<file path="src/rtl/multdiv_pkg.sv">
// multdiv_pkg -- shared types and constants for the multdiv block.
//   DATA_W      : operand/result width (only 32 is supported)
//   ITER_COUNT  : number of shift-add / shift-subtract iterations
//   state_t     : FSM state encoding; the DIV state exists only when the
//                 macro MULTDIV_DIV_EN is defined
//   magnitude() : unsigned absolute value of a two's-complement operand
package multdiv_pkg;

  localparam int DATA_W     = 32;
  localparam int ITER_COUNT = 32;

`ifdef MULTDIV_DIV_EN
  typedef enum logic [1:0] {IDLE = 2'd0, MUL = 2'd1, DIV = 2'd2, DONE = 2'd3} state_t;
`else
  typedef enum logic [1:0] {IDLE = 2'd0, MUL = 2'd1, DONE = 2'd3} state_t;
`endif

  // Result is read as unsigned, so the most negative input (-2^31) maps to
  // 0x80000000 = 2^31 without overflowing; together with the adder carry-out
  // this gives the datapath its 33-bit magnitude range.
  function automatic logic [DATA_W-1:0] magnitude(input logic [DATA_W-1:0] v);
    return v[DATA_W-1] ? (~v + DATA_W'(1)) : v;
  endfunction

endpackage

</file>
<file path="src/rtl/cla32.sv">
// cla32 -- 32-bit carry-lookahead adder.
//   i_a, i_b : addends
//   i_cin    : carry in
//   o_sum    : i_a + i_b + i_cin (low 32 bits)
//   o_cout   : carry out
// Built from eight 4-bit lookahead groups; group carries ripple between groups.
module cla32 (
  input  logic [31:0] i_a,
  input  logic [31:0] i_b,
  input  logic        i_cin,
  output logic [31:0] o_sum,
  output logic        o_cout
);

  logic [31:0] w_g;
  logic [31:0] w_p;
  logic [32:0] w_c;

  assign w_g = i_a & i_b;
  assign w_p = i_a ^ i_b;

  always_comb begin
    w_c    = '0;
    w_c[0] = i_cin;
    for (int blk = 0; blk < 8; blk++) begin
      w_c[blk*4+1] = w_g[blk*4] | (w_p[blk*4] & w_c[blk*4]);
      w_c[blk*4+2] = w_g[blk*4+1] | (w_p[blk*4+1] & w_g[blk*4])
                   | (w_p[blk*4+1] & w_p[blk*4] & w_c[blk*4]);
      w_c[blk*4+3] = w_g[blk*4+2] | (w_p[blk*4+2] & w_g[blk*4+1])
                   | (w_p[blk*4+2] & w_p[blk*4+1] & w_g[blk*4])
                   | (w_p[blk*4+2] & w_p[blk*4+1] & w_p[blk*4] & w_c[blk*4]);
      w_c[blk*4+4] = w_g[blk*4+3] | (w_p[blk*4+3] & w_g[blk*4+2])
                   | (w_p[blk*4+3] & w_p[blk*4+2] & w_g[blk*4+1])
                   | (w_p[blk*4+3] & w_p[blk*4+2] & w_p[blk*4+1] & w_g[blk*4])
                   | (w_p[blk*4+3] & w_p[blk*4+2] & w_p[blk*4+1] & w_p[blk*4] & w_c[blk*4]);
    end
  end

  assign o_sum  = w_p ^ w_c[31:0];
  assign o_cout = w_c[32];

endmodule

</file>
<file path="src/rtl/multdiv.sv">
// multdiv -- iterative signed 32-bit multiplier / divider.
//   clock, reset        : rising-edge clock, synchronous active-high reset
//   data_operandA/B     : signed operands, latched on a start edge
//   ctrl_MULT/ctrl_DIV  : start pulses; a lone one starts an operation,
//                         both high together is ignored
//   data_result         : low 32 bits of product, or truncated quotient
//   data_exception      : overflow or divide-by-zero, valid with the strobe
//   data_resultRDY      : one-cycle completion strobe
//   o_dbg_state         : current FSM state for observation
// Macro MULTDIV_DIV_EN: builds the divider; without it a lone ctrl_DIV
// completes one cycle later with result 0 and exception set.
//
// Handshake: a start edge (exactly one ctrl_* high) always begins a new
// operation, discarding any in-flight one without a strobe. data_resultRDY is
// high for exactly one cycle per completed operation; data_result and
// data_exception are valid in that cycle and hold until the next start edge.
module multdiv
  import multdiv_pkg::*;
#(
  parameter int DATA_W = multdiv_pkg::DATA_W
) (
  input  logic              clock,
  input  logic              reset,
  input  logic [DATA_W-1:0] data_operandA,
  input  logic [DATA_W-1:0] data_operandB,
  input  logic              ctrl_MULT,
  input  logic              ctrl_DIV,
  output logic [DATA_W-1:0] data_result,
  output logic              data_exception,
  output logic              data_resultRDY,
  output state_t            o_dbg_state
);

  localparam logic [4:0] LAST_ITER = 5'(ITER_COUNT - 1);

  state_t            r_state;
  logic [4:0]        r_cnt;
  logic              r_neg;    // result sign: A31 xor B31
  logic              r_dz;     // finish with result 0 / exception 1
  logic [31:0]       r_opnd;   // multiplicand (MUL) or divisor (DIV) magnitude
  logic [31:0]       r_hi;     // upper product half / partial remainder
  logic [31:0]       r_lo;     // multiplier -> low product, dividend -> quotient
  logic [DATA_W-1:0] r_result;
  logic              r_exc;
  logic              r_rdy;

  logic w_start_mul;
  logic w_start_div;
  assign w_start_mul = ctrl_MULT & ~ctrl_DIV;
  assign w_start_div = ctrl_DIV & ~ctrl_MULT;

  logic [31:0] w_mag_a;
  logic [31:0] w_mag_b;
  assign w_mag_a = magnitude(data_operandA);
  assign w_mag_b = magnitude(data_operandB);

  logic [31:0] w_add_a;
  logic [31:0] w_add_b;
  logic        w_add_cin;
  logic [31:0] w_sum;
  logic        w_cout;

`ifdef MULTDIV_DIV_EN
  logic        r_is_div;
  logic [31:0] w_rem_shift;
  // Partial remainder is always below the divisor (<= 2^31), so shifting in
  // the next dividend bit still fits in 32 bits.
  assign w_rem_shift = {r_hi[30:0], r_lo[31]};
  assign w_add_a     = (r_state == DIV) ? w_rem_shift : r_hi;
  assign w_add_b     = (r_state == DIV) ? ~r_opnd : r_opnd;
  assign w_add_cin   = (r_state == DIV);
`else
  assign w_add_a     = r_hi;
  assign w_add_b     = r_opnd;
  assign w_add_cin   = 1'b0;
`endif

  cla32 u_cla32 (
    .i_a    (w_add_a),
    .i_b    (w_add_b),
    .i_cin  (w_add_cin),
    .o_sum  (w_sum),
    .o_cout (w_cout)
  );

  // Shift-add step: conditionally add, keep the carry as a 33rd bit, then
  // shift the {hi,lo} pair right by one.
  logic [32:0] w_mul_acc;
  assign w_mul_acc = r_lo[0] ? {w_cout, w_sum} : {1'b0, r_hi};

  // Sign application and overflow, evaluated in DONE.
  logic [63:0] w_prod;
  logic [31:0] w_signed_lo;
  logic        w_mul_ovf;
  assign w_prod      = {r_hi, r_lo};
  assign w_signed_lo = r_neg ? (~r_lo + 32'd1) : r_lo;
  // Magnitude must be < 2^31, or exactly 2^31 when the result is negative.
  assign w_mul_ovf   = (w_prod[63:31] != 33'd0) &&
                       !(r_neg && (w_prod[63:31] == 33'd1) && (w_prod[30:0] == 31'd0));

`ifdef MULTDIV_DIV_EN
  logic w_div_ovf;
  // Only -2^31 / -1 yields a positive quotient of 2^31.
  assign w_div_ovf = !r_neg && r_lo[31];
`endif

  always_ff @(posedge clock) begin
    if (reset) begin
      r_state  <= IDLE;
      r_cnt    <= '0;
      r_neg    <= 1'b0;
      r_dz     <= 1'b0;
      r_opnd   <= '0;
      r_hi     <= '0;
      r_lo     <= '0;
      r_result <= '0;
      r_exc    <= 1'b0;
      r_rdy    <= 1'b0;
`ifdef MULTDIV_DIV_EN
      r_is_div <= 1'b0;
`endif
    end else begin
      r_rdy <= 1'b0;
      if (w_start_mul) begin
        r_state  <= MUL;
        r_cnt    <= '0;
        r_neg    <= data_operandA[31] ^ data_operandB[31];
        r_dz     <= 1'b0;
        r_opnd   <= w_mag_a;
        r_hi     <= '0;
        r_lo     <= w_mag_b;
`ifdef MULTDIV_DIV_EN
        r_is_div <= 1'b0;
`endif
      end else if (w_start_div) begin
        r_cnt    <= '0;
        r_neg    <= data_operandA[31] ^ data_operandB[31];
        r_opnd   <= w_mag_b;
        r_hi     <= '0;
        r_lo     <= w_mag_a;
`ifdef MULTDIV_DIV_EN
        r_is_div <= 1'b1;
        r_dz     <= (data_operandB == '0);
        r_state  <= (data_operandB == '0) ? DONE : DIV;
`else
        r_dz     <= 1'b1;
        r_state  <= DONE;
`endif
      end else begin
        case (r_state)
          MUL: begin
            r_hi  <= w_mul_acc[32:1];
            r_lo  <= {w_mul_acc[0], r_lo[31:1]};
            r_cnt <= r_cnt + 5'd1;
            if (r_cnt == LAST_ITER) r_state <= DONE;
          end
`ifdef MULTDIV_DIV_EN
          DIV: begin
            // Carry-out set means no borrow: the divisor fit, quotient bit 1.
            r_hi  <= w_cout ? w_sum : w_rem_shift;
            r_lo  <= {r_lo[30:0], w_cout};
            r_cnt <= r_cnt + 5'd1;
            if (r_cnt == LAST_ITER) r_state <= DONE;
          end
`endif
          DONE: begin
            r_rdy   <= 1'b1;
            r_state <= IDLE;
            if (r_dz) begin
              r_result <= '0;
              r_exc    <= 1'b1;
            end
`ifdef MULTDIV_DIV_EN
            else if (r_is_div) begin
              r_result <= w_signed_lo;
              r_exc    <= w_div_ovf;
            end
`endif
            else begin
              r_result <= w_signed_lo;
              r_exc    <= w_mul_ovf;
            end
          end
          default: r_state <= IDLE;
        endcase
      end
    end
  end

  assign data_result    = r_result;
  assign data_exception = r_exc;
  assign data_resultRDY = r_rdy;
  assign o_dbg_state    = r_state;

endmodule

</file>
<file path="config.mk">
export PLATFORM = sky130hd
export DESIGN_NAME = multdiv
export DESIGN_NICKNAME = d
export VERILOG_FILES = /design/src/rtl/multdiv_pkg.sv /design/src/rtl/cla32.sv /design/src/rtl/multdiv.sv
export SDC_FILE = /design/constraint.sdc
export NUM_CORES = 1
export LEC_CHECK = 0
export BUFFER_PORTS_ARGS = -buffer_cell sky130_fd_sc_hd__buf_2
export CAP_MARGIN = 20
export CORE_MARGIN = 4
export CORE_UTILIZATION = 60
export CTS_CLUSTER_DIAMETER = 100
export DETAILED_ROUTE_END_ITERATION = 10
export HOLD_SLACK_MARGIN = 0.1
export MAX_ROUTING_LAYER = met4
export PLACE_DENSITY = 0.81
export SLEW_MARGIN = 10
export SYNTH_ARGS = -nofsm -noshare
export SYNTH_HDL_FRONTEND = slang
export SYNTH_SLANG_ARGS = --single-unit
</file>
<file path="constraint.sdc">
create_clock -name clock -period 4.05 [get_ports clock]
set_input_delay 0.2025 -clock clock [delete_from_list [all_inputs] [get_ports clock]]
set_output_delay 0.2025 -clock clock [all_outputs]
set_load 0.1 [all_outputs]
</file>
Word level (Yosys, flattened, before mapping)
Cells that the tools add are included.
- add/subtract/negate cells: 4
- multiply operators: 0
- divide/modulo/power cells: 0
- magnitude comparators: 0
- equal/unequal tests: 6
- shifts and indexed selects: 0
- multiplexer cells: 18
- bitwise logic cells: 210
- reductions and logical operators: 11
- operators by type and width (kind ; count):
    $mux 32 ; 9
    $and 1x1->1 ; 123
    $add 32x1->32 const B ; 3
    $not 32->32 ; 3
    $or 1x1->1 ; 76
    $xor 32x32->32 ; 2
    $eq 33x1->1 const B ; 1
    $mux 33 ; 1
    $reduce_bool 33->1 ; 1
    $and 32x32->32 ; 1
    $logic_not 31->1 ; 1
    $mux 2 ; 3
    $add 5x1->5 const B ; 1
    $eq 5x5->1 const B ; 1
    $mux 1 ; 5
    $ne 4x4->1 const B ; 1
    $not 1->1 ; 4
    $logic_and 1x1->1 ; 3
    $ne 3x3->1 const B ; 1
    $reduce_and 3->1 ; 1
    $reduce_bool 3->1 ; 1
    $reduce_or 3->1 ; 1
    $eq 2x1->1 const B ; 1
    $eq 2x2->1 const B ; 1
    other kinds (4) ; 4
- register bits: 139
- bits in latches: 0
- memory bits (writable): 0
- bits in read-only memories: 0
- bits of input ports: 68
- output and inout bits: 36
- word-level logic and storage cells: 260
- memories: 0

Depth between registers and ports, before layout
- depth after elaboration: 24
- mapped depth: 13
- depth with buffers taken out: 13

Cells and area by module
A second synthesis with hierarchy kept.
- cells, all modules: 1206
- area, all modules: 9681.8 µm²
- modules (own cells, without submodules) (module ; times used ; cells each ; area an instance (µm²) ; seq. area each (µm²)):
    multdiv ; 1 ; 1017 ; 8156.6 ; 2782.7
    cla32 ; 1 ; 189 ; 1525.2 ; 0.0

Worst setup path after synthesis
No wires, ideal clock.
- path kind: reg-to-reg
- start point: register r_hi[1]
- end point: register r_hi[28]
- library setup time: 65 ps
- arrival: 2768 ps
- required time: 3985 ps
- path slack: 1217 ps
- cell stages (with the launch flop): 14
- buffers on the path: 0
- clock period less this slack: 2833 ps
- path through: dfxtp_1 > ha_1 > a21oi_1 > o211ai_1 > a211oi_1 > nor3_1 > a21oi_1 > o31ai_1 > a21o_1 > fa_1 > xnor2_1 > a211oi_1 > a21oi_1 > nor2_1
- longest elaborated chain between the ends: 20
- elaborated cells on any way between the ends: 23
- those cells by class: mux: 1; bitwise: 22
- ends and longest elaborated chain (element ; line ; RTL):
    from (decl) ; multdiv.sv:41 ; logic [31:0] r_hi;
    from (signal assigned) ; multdiv.sv:152 ; r_hi <= w_mul_acc[32:1];
    $and 32x32->32 / $xor 32x32->32 (equally long branches) ; cla32.sv:19, cla32.sv:20 ;
    $and 1x1->1, on equally long branches ; cla32.sv:33, cla32.sv:34 ;
    $or 1x1->1 / $and 1x1->1 (equally long branches) ; cla32.sv:33, cla32.sv:34 ;
    $or 1x1->1 (*) ; cla32.sv:34 ; | (w_p[blk*4+3] & w_p[blk*4+2] & w_p[blk*4+1] & w_g[blk*4])
    $and 1x1->1 (*) ; cla32.sv:35 ; | (w_p[blk*4+3] & w_p[blk*4+2] & w_p[blk*4+1] & w_p[blk*4] & w_c[blk*4]);
    $or 1x1->1 (*) ; cla32.sv:35 ;
    $and 1x1->1 (*) ; cla32.sv:35 ;
    $or 1x1->1 (*) ; cla32.sv:35 ;
    (+4 left out) ; n/a ;
    $and 1x1->1 (*) ; cla32.sv:35 ;
    $or 1x1->1 (*) ; cla32.sv:35 ;
    $and 1x1->1 (*) ; cla32.sv:35 ;
    $or 1x1->1 (*) ; cla32.sv:35 ;
    $and 1x1->1 (*) ; cla32.sv:26 ; w_c[blk*4+1] = w_g[blk*4] | (w_p[blk*4] & w_c[blk*4]);
    $or 1x1->1 (*) ; cla32.sv:26 ;
    $xor 32x32->32 (*) ; cla32.sv:39 ; assign o_sum = w_p ^ w_c[31:0];
    $mux 33 (*) ; multdiv.sv:89 ; assign w_mul_acc = r_lo[0] ? {w_cout, w_sum} : {1'b0, r_hi};
Every way passes the cells marked *; elsewhere a longest branch is shown, timed or not.
A chain may end at the register's enable or synchronous reset.

Final worst setup path
Same ends and word-level chain as after synthesis.

==> out/results.txt <==
Routability Congestion = 1.01
sw power = 1350 uW
Vias/cell = 6.33
Seq cells post-synth = 139
top cells by area, synth = dfxtp_1, nor2_1, a211oi_1
Area Overhead vs Synth = 12.6%
global-route wire length before repair = 42700 microns
Yosys warning count = 0
Worst-path clk slew = 0.06 ns
HPWL after DPL = 19800 microns
H-tree depth = 4
Logic pwr share = 23.2%
DR iter-0 viols = 823
number of synthesized flops with an enable pin = 0
height of the die = 132 microns
Antenna Cells = 0
CTS max path bufs = 2
residual DRC count = 0
xor and xnor area share after synthesis = 10.7%
internal power = 2670 uW
Final nets = 1353
Top FF cell, synth = dfxtp_1
CP max stage delay = 0.49 ns
Leak = 0.00411 uW
IO buf count = 103
largest net degree at the start of global routing = 59
Final Slew Violations = 0
final hold violation count = 0
PostCTS Resize Cnt = 0
reg2reg start = r_hi[1]
final setup TNS = 0 ns
CTS Hold Buffers Added = 0
Mapped Cells = 1180
Clock Latency Late Sink = 0.44 ns
share of cells above drive strength 1 = 14.4%
P per Cell Area = 386 nW/um^2
Slew HR = 34.6%
crit-path max FO = 5
Reg area = 2780 sq um
family with the most delay on the worst path = compound AO/OA/AOI/OAI gates
status = finished, final reports clean
crit path cell chain = ha_1, a21oi_1, o211ai_1, a211oi_1, nor3_1, a21oi_1, o31ai_1, a21o_1, fa_1, xnor2_1, a211oi_1, a21oi_1, nor2_1
FMAX = 294 MHz
Worst Hold Class = input port to flip-flop
Netlist Area Pre-Place = 9230 sq um
critical path type = flip-flop to flip-flop
IO Count = 104
post-CTS setup buffers = 0
Clock power frac = 37.2%
Max Clock Skew = 0.00854 ns
register area share after synthesis = 30.1%
WL per Instance = 18.8 microns
GR Layer Usage met1 = 42.1%
Num CTS Buffers = 17
critical path arrival = 3.77 ns
critical path's slowest cell = a211oi_1
Synth top area share = 30.1%
Max Cap Viol = 0
routed vias = 9114
row count = 45
Core ar. = 15100 sq um
Critical Path End Type = flip-flop
synth unique cells = 64
multi-input logic area = 6090 sq um
clock root cell = clkbuf_16
Synth Area in Compound Gates = 24.4%
vias in the first global route = 8235
Cells on Worst Hold Path = 4
Final min period = 3.40 ns
worst hold slack = 0.171 ns
worst min-delay path startpoint = data_operandB[30]
peak supply drop = 332 uV
crit path launch type = flip-flop
Starting Density = 61.0%
met2 usage = 45.6%
Seq pwr share = 39.6%
final WL = 27100 microns
GRT busiest layer = met2
Num Clock Sinks = 139
main combinational cell family by area after synthesis = compound AO/OA/AOI/OAI gates
hold endpoint = r_lo[30]
RSZ-0062 raised after global routing = false
reg2reg end = r_hi[28]
simple-gate portion of the synthesized area = 21.0%
Synth area leader = dfxtp_1
Critical path buffers and inverters = 0
CTS tree = yes
Sw Ratio = 33.6%
chip width = 132 microns
Worst EP required = 4.42 ns
Die ar. = 17400 sq um
Synthesized Nets = 1295
synthesized area per cell = 7.82 sq um
fill count = 1257
met3 Use GR = 7.52%
initial antenna violation count = 0
ys async rst share = 0%
1st-pass router iterations = 6
worst-margin pin slew = 0.975 ns
Detail Route Antenna Nets = 0
multiplexer share of the synthesized area = 2.53%
fin crit share = 84.0%
final setup violating endpoints = 0
post-synthesis adder-cell area fraction = 7.02%
most frequent cell on the critical path = a21oi_1
setup slack, reg-to-reg = 0.65 ns
GRT Overall Usage = 31.1%
cell count of the worst reg-to-reg path = 13
grt total ovfl = 0
==> logic make-up (layout without fill, tap and decap cells) <==
| kind of cell | Yosys count | count (layout) |
|---|---|---|
| muxes | 23 | 23 |
| AOI/OAI and AO/OA | 346 | 346 |
| and+or+nand+nor | 410 | 410 |
| xor gates and xnor gates | 113 | 113 |
| buffers and inverters | 102 | 173 |
| adders and majority gates | 47 | 47 |
| DFF | 139 | 139 |
==> metrics by stage <==
step | util [%] | cell area [sq um] | setup slack [ns] | power (uW) | cells
floorplan | - | 9230 | 1.22 | 2230 | 1180
global placement | 64.8 | 9820 | 0.838 | 2500 | 1406
detailed placement | 64.8 | 9820 | 0.771 | 2520 | 1406
CTS | 68.6 | 10400 | 0.708 | 3990 | 1438
global route | 68.6 | 10400 | 0.331 | 4170 | 1439
finish | 68.6 | 10400 | 0.647 | 4020 | 1439
==> layout make-up <==
cell class,count,share of cell area (%)
clock buffers,18,4.22
clock inverters,14,1.18
inverters,21,0.758
multi-input cells,939,58.6
flip-flops and latches,139,26.8
well taps,188,2.26
repair buffers,120,6.26
==> state kept, by name, summed over array words and instances (netlist names) <==
name and cells:
data_resultRDY 1, data_result 32, r_neg 1, r_lo 32, r_opnd 32, o_dbg_state 2
r_dz 1, r_hi 32, r_cnt 5, data_exception 1
==> layer usage <==
layer | part of all wire (%) | wire length (microns)
met1 | 43 | 11600
met2 | 43 | 11800
met3 | 11 | 2900
met4 | 2.9 | 775
met5 | 0 | 0
==> worst register-to-register path, cell delays in order, from the launching register on <==
cell and delay [ns]:
dfxtp_1 0.43, ha_1 0.27, a21oi_1 0.21, o211ai_1 0.17, a211oi_1 0.49, nor3_1 0.12
a21oi_1 0.29, o31ai_1 0.17, a21o_1 0.21, fa_1 0.39, xnor2_1 0.14, a211oi_1 0.27
a21oi_1 0.07, nor2_1 0.09
==> power groups by stage <==
stage / registers (uW) / clock network, uW / logic, uW
5_1_grt: 1600 / 1550 / 1020
3_5_place_dp: 1620 / 0 / 901
2_1_floorplan: 1580 / 0 / 652
6_report: 1590 / 1500 / 933
3_3_place_gp: 1610 / 0 / 884
4_1_cts: 1590 / 1500 / 910
==> Yosys cell counts (4+ instances only) <==
| cell | number |
|---|---|
| or2_2 | 5 |
| and3_1 | 5 |
| o21ai_0 | 59 |
| nand3_1 | 13 |
| nor2b_1 | 4 |
| a31oi_1 | 4 |
| o41ai_1 | 8 |
| a21o_1 | 4 |
| a211o_1 | 9 |
| buf_1 | 12 |
| o21ai_1 | 7 |
| nand4_1 | 10 |
| nand2_1 | 99 |
| a22oi_1 | 13 |
| o31ai_1 | 28 |
| clkbuf_1 | 68 |
| inv_1 | 21 |
| ha_1 | 39 |
| nor2_1 | 162 |
| nor4_1 | 16 |
| nand2b_1 | 5 |
| and2_1 | 7 |
| a21oi_1 | 96 |
| fa_1 | 8 |
| o21a_1 | 4 |
| a221oi_1 | 4 |
| dfxtp_1 | 139 |
| mux2i_1 | 20 |
| or3_1 | 17 |
| or4_1 | 7 |
| xor2_1 | 55 |
| o22ai_1 | 9 |
| nor3_1 | 40 |
| o211ai_1 | 8 |
| xnor2_1 | 58 |
| a211oi_1 | 71 |
==> cells in the final DEF (no fill, tap or decap), types with 5 or more instances in the layout <==
| cell type | netlist | routed |
|---|---|---|
| and3_1 | 5 | 5 |
| nor4_1 | 16 | 16 |
| and2_1 | 7 | 7 |
| o41ai_1 | 8 | 8 |
| or3_1 | 17 | 17 |
| o31ai_1 | 28 | 28 |
| dfxtp_1 | 139 | 139 |
| or4_1 | 7 | 7 |
| inv_1 | 21 | 21 |
| clkinvlp_4 | 0 | 5 |
| nand3_1 | 13 | 13 |
| clkbuf_16 | 0 | 17 |
| nand2_1 | 99 | 99 |
| a211o_1 | 9 | 9 |
| o21ai_1 | 7 | 7 |
| fa_1 | 8 | 8 |
| or2_2 | 5 | 5 |
| xor2_1 | 55 | 55 |
| xnor2_1 | 58 | 58 |
| a21oi_1 | 96 | 96 |
| a22oi_1 | 13 | 13 |
| nand2b_1 | 5 | 5 |
| buf_2 | 1 | 103 |
| buf_4 | 0 | 16 |
| o211ai_1 | 8 | 8 |
| nor3_1 | 40 | 39 |
| o22ai_1 | 9 | 9 |
| ha_1 | 39 | 37 |
| mux2i_1 | 20 | 20 |
| o21ai_0 | 59 | 59 |
| a211oi_1 | 71 | 71 |
| nor2_1 | 162 | 162 |
| nand4_1 | 10 | 10 |
==> worst max path at each step <==
stage | slack (ns) | startpoint | end | cells after the start
global placement | 0.84 | r_hi[1] | r_hi[28] | 13
detailed placement | 0.77 | r_hi[1] | r_hi[28] | 13
floorplan | 1.22 | r_hi[1] | r_hi[28] | 13
finish | 0.65 | r_hi[1] | r_hi[28] | 13
CTS | 0.71 | r_hi[1] | r_hi[28] | 13
global route | 0.33 | r_hi[1] | r_hi[28] | 13
(Power assumes the default switching activity.)
